===== config.mk =====
export PLATFORM = sky130hd
export DESIGN_NAME = divider
export DESIGN_NICKNAME = d
export VERILOG_FILES = /design/src/rtl/divider.sv
export SDC_FILE = /design/constraint.sdc
export NUM_CORES = 1
export LEC_CHECK = 0
export ABC_CLOCK_PERIOD_IN_PS = 8900
export CORE_MARGIN = 2
export CORE_UTILIZATION = 55
export CTS_CLUSTER_SIZE = 20
export DETAILED_ROUTE_END_ITERATION = 7
export MAX_ROUTING_LAYER = met4
export PLACE_DENSITY = 0.78
export SLEW_MARGIN = 0
export SYNTH_ARGS = -nofsm -noshare
export SYNTH_HDL_FRONTEND = slang
export SYNTH_SLANG_ARGS = --single-unit

===== constraint.sdc =====
create_clock -name clk -period 8.9 [get_ports clk]
set_clock_uncertainty 0.15 [all_clocks]
set_input_delay 1.78 -clock clk [delete_from_list [all_inputs] [get_ports clk]]
set_output_delay 1.78 -clock clk [all_outputs]
set_load 0.005 [all_outputs]

===== src/rtl/divider.sv =====
// Sequential radix-2 restoring divider for RV32M DIV/DIVU/REM/REMU.
// One trial subtraction per cycle; special cases resolve in a single edge.
module divider #(
    parameter int WIDTH = 32
) (
    input  logic             clk,
    input  logic             rst_n,
    input  logic             start_in,
    input  logic [1:0]       op_in,
    input  logic [WIDTH-1:0] a_in,
    input  logic [WIDTH-1:0] b_in,
    output logic [WIDTH-1:0] result,
    output logic             busy,
    output logic             done
);

    localparam int CW = $clog2(WIDTH) + 1;
    localparam logic [WIDTH-1:0] ONE = {{(WIDTH-1){1'b0}}, 1'b1};
    localparam logic [WIDTH-1:0] MIN = {1'b1, {(WIDTH-1){1'b0}}};
    localparam logic [CW-1:0]    CNT_INIT = CW'(WIDTH);
    localparam logic [CW-1:0]    CNT_ONE  = CW'(1);

    typedef enum logic [1:0] {
        IDLE,
        CALC,
        FIX
    } state_e;

    state_e           state_q, state_d;
    logic [1:0]       op_q, op_d;
    logic [WIDTH-1:0] dvd_q, dvd_d;
    logic [WIDTH-1:0] dvs_q, dvs_d;
    logic [WIDTH-1:0] rem_q, rem_d;
    logic [WIDTH-1:0] quo_q, quo_d;
    logic [WIDTH-1:0] res_q, res_d;
    logic [CW-1:0]    cnt_q, cnt_d;
    logic             qneg_q, qneg_d;
    logic             rneg_q, rneg_d;
    logic             dz_q, dz_d;
    logic             ovf_q, ovf_d;
    logic             done_q, done_d;

    logic             in_signed;
    logic [WIDTH-1:0] a_abs;
    logic [WIDTH-1:0] b_abs;
    logic             in_dz;
    logic             in_ovf;
    logic [WIDTH:0]   rem_sh;
    logic [WIDTH:0]   trial;
    logic             fix_signed;
    logic [WIDTH-1:0] quo_fix;
    logic [WIDTH-1:0] rem_fix;

    // Operand conditioning at capture time
    always_comb begin
        in_signed = ~op_in[0];
        a_abs     = (in_signed && a_in[WIDTH-1]) ? (~a_in + ONE) : a_in;
        b_abs     = (in_signed && b_in[WIDTH-1]) ? (~b_in + ONE) : b_in;
        in_dz     = (b_in == '0);
        in_ovf    = in_signed && (a_in == MIN) && (b_in == '1);
    end

    // Trial subtraction: borrow lands in bit WIDTH
    always_comb begin
        rem_sh = {rem_q, quo_q[WIDTH-1]};
        trial  = rem_sh - {1'b0, dvs_q};
    end

    always_comb begin
        fix_signed = ~op_q[0];
        quo_fix    = (fix_signed && qneg_q) ? (~quo_q + ONE) : quo_q;
        rem_fix    = (fix_signed && rneg_q) ? (~rem_q + ONE) : rem_q;
    end

    always_comb begin
        state_d = state_q;
        op_d    = op_q;
        dvd_d   = dvd_q;
        dvs_d   = dvs_q;
        rem_d   = rem_q;
        quo_d   = quo_q;
        res_d   = res_q;
        cnt_d   = cnt_q;
        qneg_d  = qneg_q;
        rneg_d  = rneg_q;
        dz_d    = dz_q;
        ovf_d   = ovf_q;
        done_d  = 1'b0;

        unique case (state_q)
            IDLE: begin
                if (start_in) begin
                    op_d   = op_in;
                    dvd_d  = a_in;
                    dvs_d  = b_abs;
                    quo_d  = a_abs;
                    rem_d  = '0;
                    cnt_d  = CNT_INIT;
                    qneg_d = in_signed & (a_in[WIDTH-1] ^ b_in[WIDTH-1]);
                    rneg_d = in_signed & a_in[WIDTH-1];
                    dz_d   = in_dz;
                    ovf_d  = in_ovf;
                    if (in_dz || in_ovf) begin
                        state_d = FIX;
                    end else begin
                        state_d = CALC;
                    end
                end
            end
            CALC: begin
                if (!trial[WIDTH]) begin
                    rem_d = trial[WIDTH-1:0];
                    quo_d = {quo_q[WIDTH-2:0], 1'b1};
                end else begin
                    rem_d = rem_sh[WIDTH-1:0];
                    quo_d = {quo_q[WIDTH-2:0], 1'b0};
                end
                cnt_d = cnt_q - CNT_ONE;
                if (cnt_q == CNT_ONE) begin
                    state_d = FIX;
                end
            end
            FIX: begin
                done_d  = 1'b1;
                state_d = IDLE;
                unique case (1'b1)
                    dz_q:    res_d = op_q[1] ? dvd_q : '1;
                    ovf_q:   res_d = op_q[1] ? '0 : MIN;
                    default: res_d = op_q[1] ? rem_fix : quo_fix;
                endcase
            end
            default: begin
                state_d = IDLE;
            end
        endcase
    end

    always_ff @(posedge clk or negedge rst_n) begin
        if (!rst_n) begin
            state_q <= IDLE;
            op_q    <= '0;
            dvd_q   <= '0;
            dvs_q   <= '0;
            rem_q   <= '0;
            quo_q   <= '0;
            res_q   <= '0;
            cnt_q   <= '0;
            qneg_q  <= 1'b0;
            rneg_q  <= 1'b0;
            dz_q    <= 1'b0;
            ovf_q   <= 1'b0;
            done_q  <= 1'b0;
        end else begin
            state_q <= state_d;
            op_q    <= op_d;
            dvd_q   <= dvd_d;
            dvs_q   <= dvs_d;
            rem_q   <= rem_d;
            quo_q   <= quo_d;
            res_q   <= res_d;
            cnt_q   <= cnt_d;
            qneg_q  <= qneg_d;
            rneg_q  <= rneg_d;
            dz_q    <= dz_d;
            ovf_q   <= ovf_d;
            done_q  <= done_d;
        end
    end

    assign result = res_q;
    assign busy   = (state_q != IDLE);
    assign done   = done_q;

endmodule


==> impl_metrics.csv <==
group,metric,value,unit
floorplan,die_area,0.0234,sq mm
place,portBuffers,102,
timing,tightest_slew,1.32,ns
timing,final_max_slew_viol_count,0,
layout,area.sequential,0.00438,sq mm
timing,period_needed,4.68,ns
detailed_routing,drc_errors,0,
worst_setup_path,path_class,"primary input to flip-flop",
worst_setup_path,path_cells,"clkdlybuf4s50_1 > or3_1 > nor3b_1 > nand3_1 > or2_1 > or3_4 > nor3_1 > or3_1 > o21ai_0",
layout,area_delta_synth_final,14.1,%
logic_synthesis,synth_area_leader_cell,"dfrtp_1",
worst_setup_path,worst-path-buf-inv,1,
detailed_routing,num_vias,11500,
power_and_ir_drop,peakVddDrop,0.425,mV
timing,period_share,0.526,
power_and_ir_drop,clock_power_share,0.139,
floorplan,die_w,153,um
clock_network,clockBufferDepth,2,
floorplan,rows,54,
layout,final_layout_size_suffix_gt1_frac,0.0485,
clock_network,htree_levels,4,
clock_network,cts_made_buffers,17,
worst_setup_path,cpMaxStageDelayCell,"nor3b_1",
logic_synthesis,synth_seq_cells,175,
timing,fmax,214,MHz
layout,final_util,0.638,
clock_network,cts.sinks,175,
worst_setup_path,setup.worst_path.end_class,"flip-flop",
timing,setup_viol,0,
clock_network,cts_hold_buffers,0,
detailed_routing,drt_first_pass_iters,6,
global_route,grt_pass1_wl,57500,um
power_and_ir_drop,swShare,0.470,
run,cap_violations,0,
power_and_ir_drop,p_per_area,404,mW/mm^2
worst_setup_path,critPathTopFamily,"simple AND/OR/NAND/NOR gates",
logic_synthesis,synth_most_common_cell,"nand2_1",
logic_synthesis,synthesis.nets,1602,
hold_path,min_delay_path_depth,2,
detailed_routing,routed_wl,35300,um
clock_network,cts.root.buffer_cell,"clkbuf_16",
place,dp_slack,3.79,ns
logic_synthesis,synth_ff_type,"dfrtp_1",
clock_network,clkLatencyLatePin,0.44,ns
logic_synthesis,netlist_instances,1493,
global_route,antenna_found_initial,0,
power_and_ir_drop,p_seq_frac,0.284,
logic_synthesis,ys_seq_area_frac,0.359,
logic_synthesis,ys_warn_count,0,
layout,num_antenna_cells,0,
layout,multi_input_area,0.00724,sq mm
power_and_ir_drop,p_total,5.63,mW
hold_path,min_from,"result[0]$_DFFE_PN0P_",
logic_synthesis,ys_top_cells_by_area,"dfrtp_1 (36%), nand2_1 (7.3%), o21ai_0 (7.0%)",
logic_synthesis,synthTopCellsByCount,"nand2_1 (237), dfrtp_1 (175), o21ai_0 (171), nor2_1 (97), clkbuf_1 (86)",
detailed_routing,first_iter_violations,1003,
power_and_ir_drop,leakage,5.91,nW
power_and_ir_drop,internal-power,2.99,mW
logic_synthesis,synth_cell_types,72,
layout,fill_cells,1911,
floorplan,ios,103,
logic_synthesis,syn_area,0.0122,sq mm
detailed_routing,avgViaCountPerCell,6.29,
logic_synthesis,async_flop_share,1.00,
worst_setup_path,path_common_cell,"or3_1",
clock_network,postCtsResizedCells,0,
worst_setup_path,r2r_start,"rem_q[18]$_DFFE_PN0P_",
status,status,"completed",
timing,hold_viol,0,
hold_path,hp-class,"flip-flop to flip-flop",
worst_setup_path,cp_data_required_time,9.07,ns
worst_setup_path,r2r_slack,4.98,ns
worst_setup_path,cp-start-kind,"primary input",
power_and_ir_drop,net-switching-power,2.64,mW
logic_synthesis,syn_avg_cell_area,8.17,sq um
worst_setup_path,max_stage_delay,0.53,ns
floorplan,coreArea,0.0218,sq mm
place,place_hpwl,25600,um
logic_synthesis,synth_top_area_frac,0.359,
hold_path,holdPathEnd,"result[0]$_DFFE_PN0P_",
worst_setup_path,timing.rr.end,"rem_q[21]$_DFFE_PN0P_",
logic_synthesis,synth_edf_count,0,
clock_network,cts_setup_buffers,0,
global_route,grt-ovfl-total,0,
global_route,grt_start_max_net_pins,105,
worst_setup_path,worstPathArrival,4.86,ns
worst_setup_path,critPathMaxFanout,5,
timing,setup_ws,4.22,ns
global_route,grt_pass1_vias,11000,
floorplan,die_y,153,um
layout,nets,1641,
timing,rsz0062_at_grt,"no",
clock_network,clkTransAtPathRegs,0.08,ns
timing,max-slew-margin-rel,0.121,
timing,finalSetupTns,0,ns
worst_setup_path,ff2ff_path_depth,10,
detailed_routing,postRouteAntennaNets,0,
clock_network,cts_tree,"done",
global_route,gr-usage-all-layers,0.312,
power_and_ir_drop,combPwrFrac,0.577,
detailed_routing,routedWlPerCell,19.4,um
place,gp_congestion,0.979,
floorplan,initial_core_util,0.559,
==> registers in the layout, summed over array words and instances (netlist names) <==
register and cells:
dvs_q 32, done 1, ovf_q 1, quo_q 32
qneg_q 1, cnt_q 6, dz_q 1, state_q 2
result 32, op_q 2, rem_q 32, dvd_q 32
rneg_q 1
==> logic make-up after synthesis <==
kind of cell / share of synthesized area
DFF: 0.359
buffers and inverters: 0.0486
adders and majority gates: 0.0416
AOI/OAI and AO/OA: 0.233
and+or+nand+nor: 0.197
muxes: 0.0175
xor gates and xnor gates: 0.104
==> power groups by stage <==
stage | clock network [mW] | logic, mW | registers [mW]
4_1_cts | 0.787 | 3.21 | 1.59
2_1_floorplan | 0 | 2.47 | 1.43
6_report | 0.783 | 3.25 | 1.60
5_1_grt | 0.821 | 3.62 | 1.64
3_3_place_gp | 0 | 3.12 | 1.59
3_5_place_dp | 0 | 3.19 | 1.60
==> cell usage in the layout, fill, tap and decap left out, types with 5 or more instances in the layout <==
cell type,Yosys,routed
nand2_1,237,237
dfrtp_1,175,174
o21ai_0,171,171
clkdlybuf4s50_1,0,101
nor2_1,97,96
a21oi_1,82,82
xnor2_1,76,76
xor2_1,69,69
inv_1,61,61
ha_1,39,39
a31oi_1,25,25
nor3_1,24,23
a21o_1,22,22
a22oi_1,22,22
o31ai_1,22,22
nand3_1,19,19
mux2i_1,18,18
nand2b_1,18,17
clkbuf_16,0,17
nand4_1,14,14
a32oi_1,14,14
o22ai_1,12,12
or3_1,12,12
a221oi_1,12,12
or4_1,11,11
nor3b_1,11,11
nor4_1,11,11
buf_4,2,11
o211ai_1,9,9
nor2b_1,9,8
o41ai_1,8,8
a211oi_1,6,6
o21bai_1,6,6
a222oi_1,6,6
a41oi_1,5,5
inv_6,0,5
==> layer usage <==
layer / track usage / up-vias / share of wire
met5: - / - / 0
met4: 0.109 / 0 / 0.032
met3: 0.0377 / 83 / 0.064
met2: 0.486 / 473 / 0.47
met1: 0.424 / 5526 / 0.44
li1: - / 5401 / -
==> worst register-to-register path: cells and delay by family (launching register included) <==
kind	cells	cell delay, ns
and+or+nand+nor	5	1.74
AOI/OAI and AO/OA	3	0.57
DFF	1	0.46
buffers and inverters	1	0.44
adders and majority gates	1	0.42
==> metrics by stage <==
| stage | instances | hold slack, ns | area, sq um |
|---|---|---|---|
| after floorplan | 1493 | 0.290 | 12200 |
| after global placement | 1793 | 0.310 | 13300 |
| after detailed placement | 1793 | 0.317 | 13300 |
| after CTS | 1825 | 0.335 | 13900 |
| after global routing | 1825 | 0.353 | 13900 |
| final | 1825 | 0.329 | 13900 |
==> area by class of cell <==
type,count,area share
Timing Repair Buffer,113,0.0794
Clock buffer,17,0.0306
Clock inverter,15,0.0125
Inverter,63,0.0170
Tap cell,280,0.0252
Sequential cell,175,0.315
Multi-Input combinational cell,1162,0.521
==> worst max path at each step <==
stage / startpoint / end / cells after the start
floorplan: a_in[3] / quo_q[30]$_DFFE_PN0P_ / 7
global placement: b_in[2] / state_q[0]$_DFFE_PN0P_ / 9
detailed placement: b_in[2] / state_q[0]$_DFFE_PN0P_ / 9
CTS: b_in[2] / state_q[0]$_DFFE_PN0P_ / 9
global route: b_in[2] / state_q[0]$_DFFE_PN0P_ / 9
finish: b_in[2] / state_q[0]$_DFFE_PN0P_ / 9
Note: power is estimated with default switching activity, not from simulation.
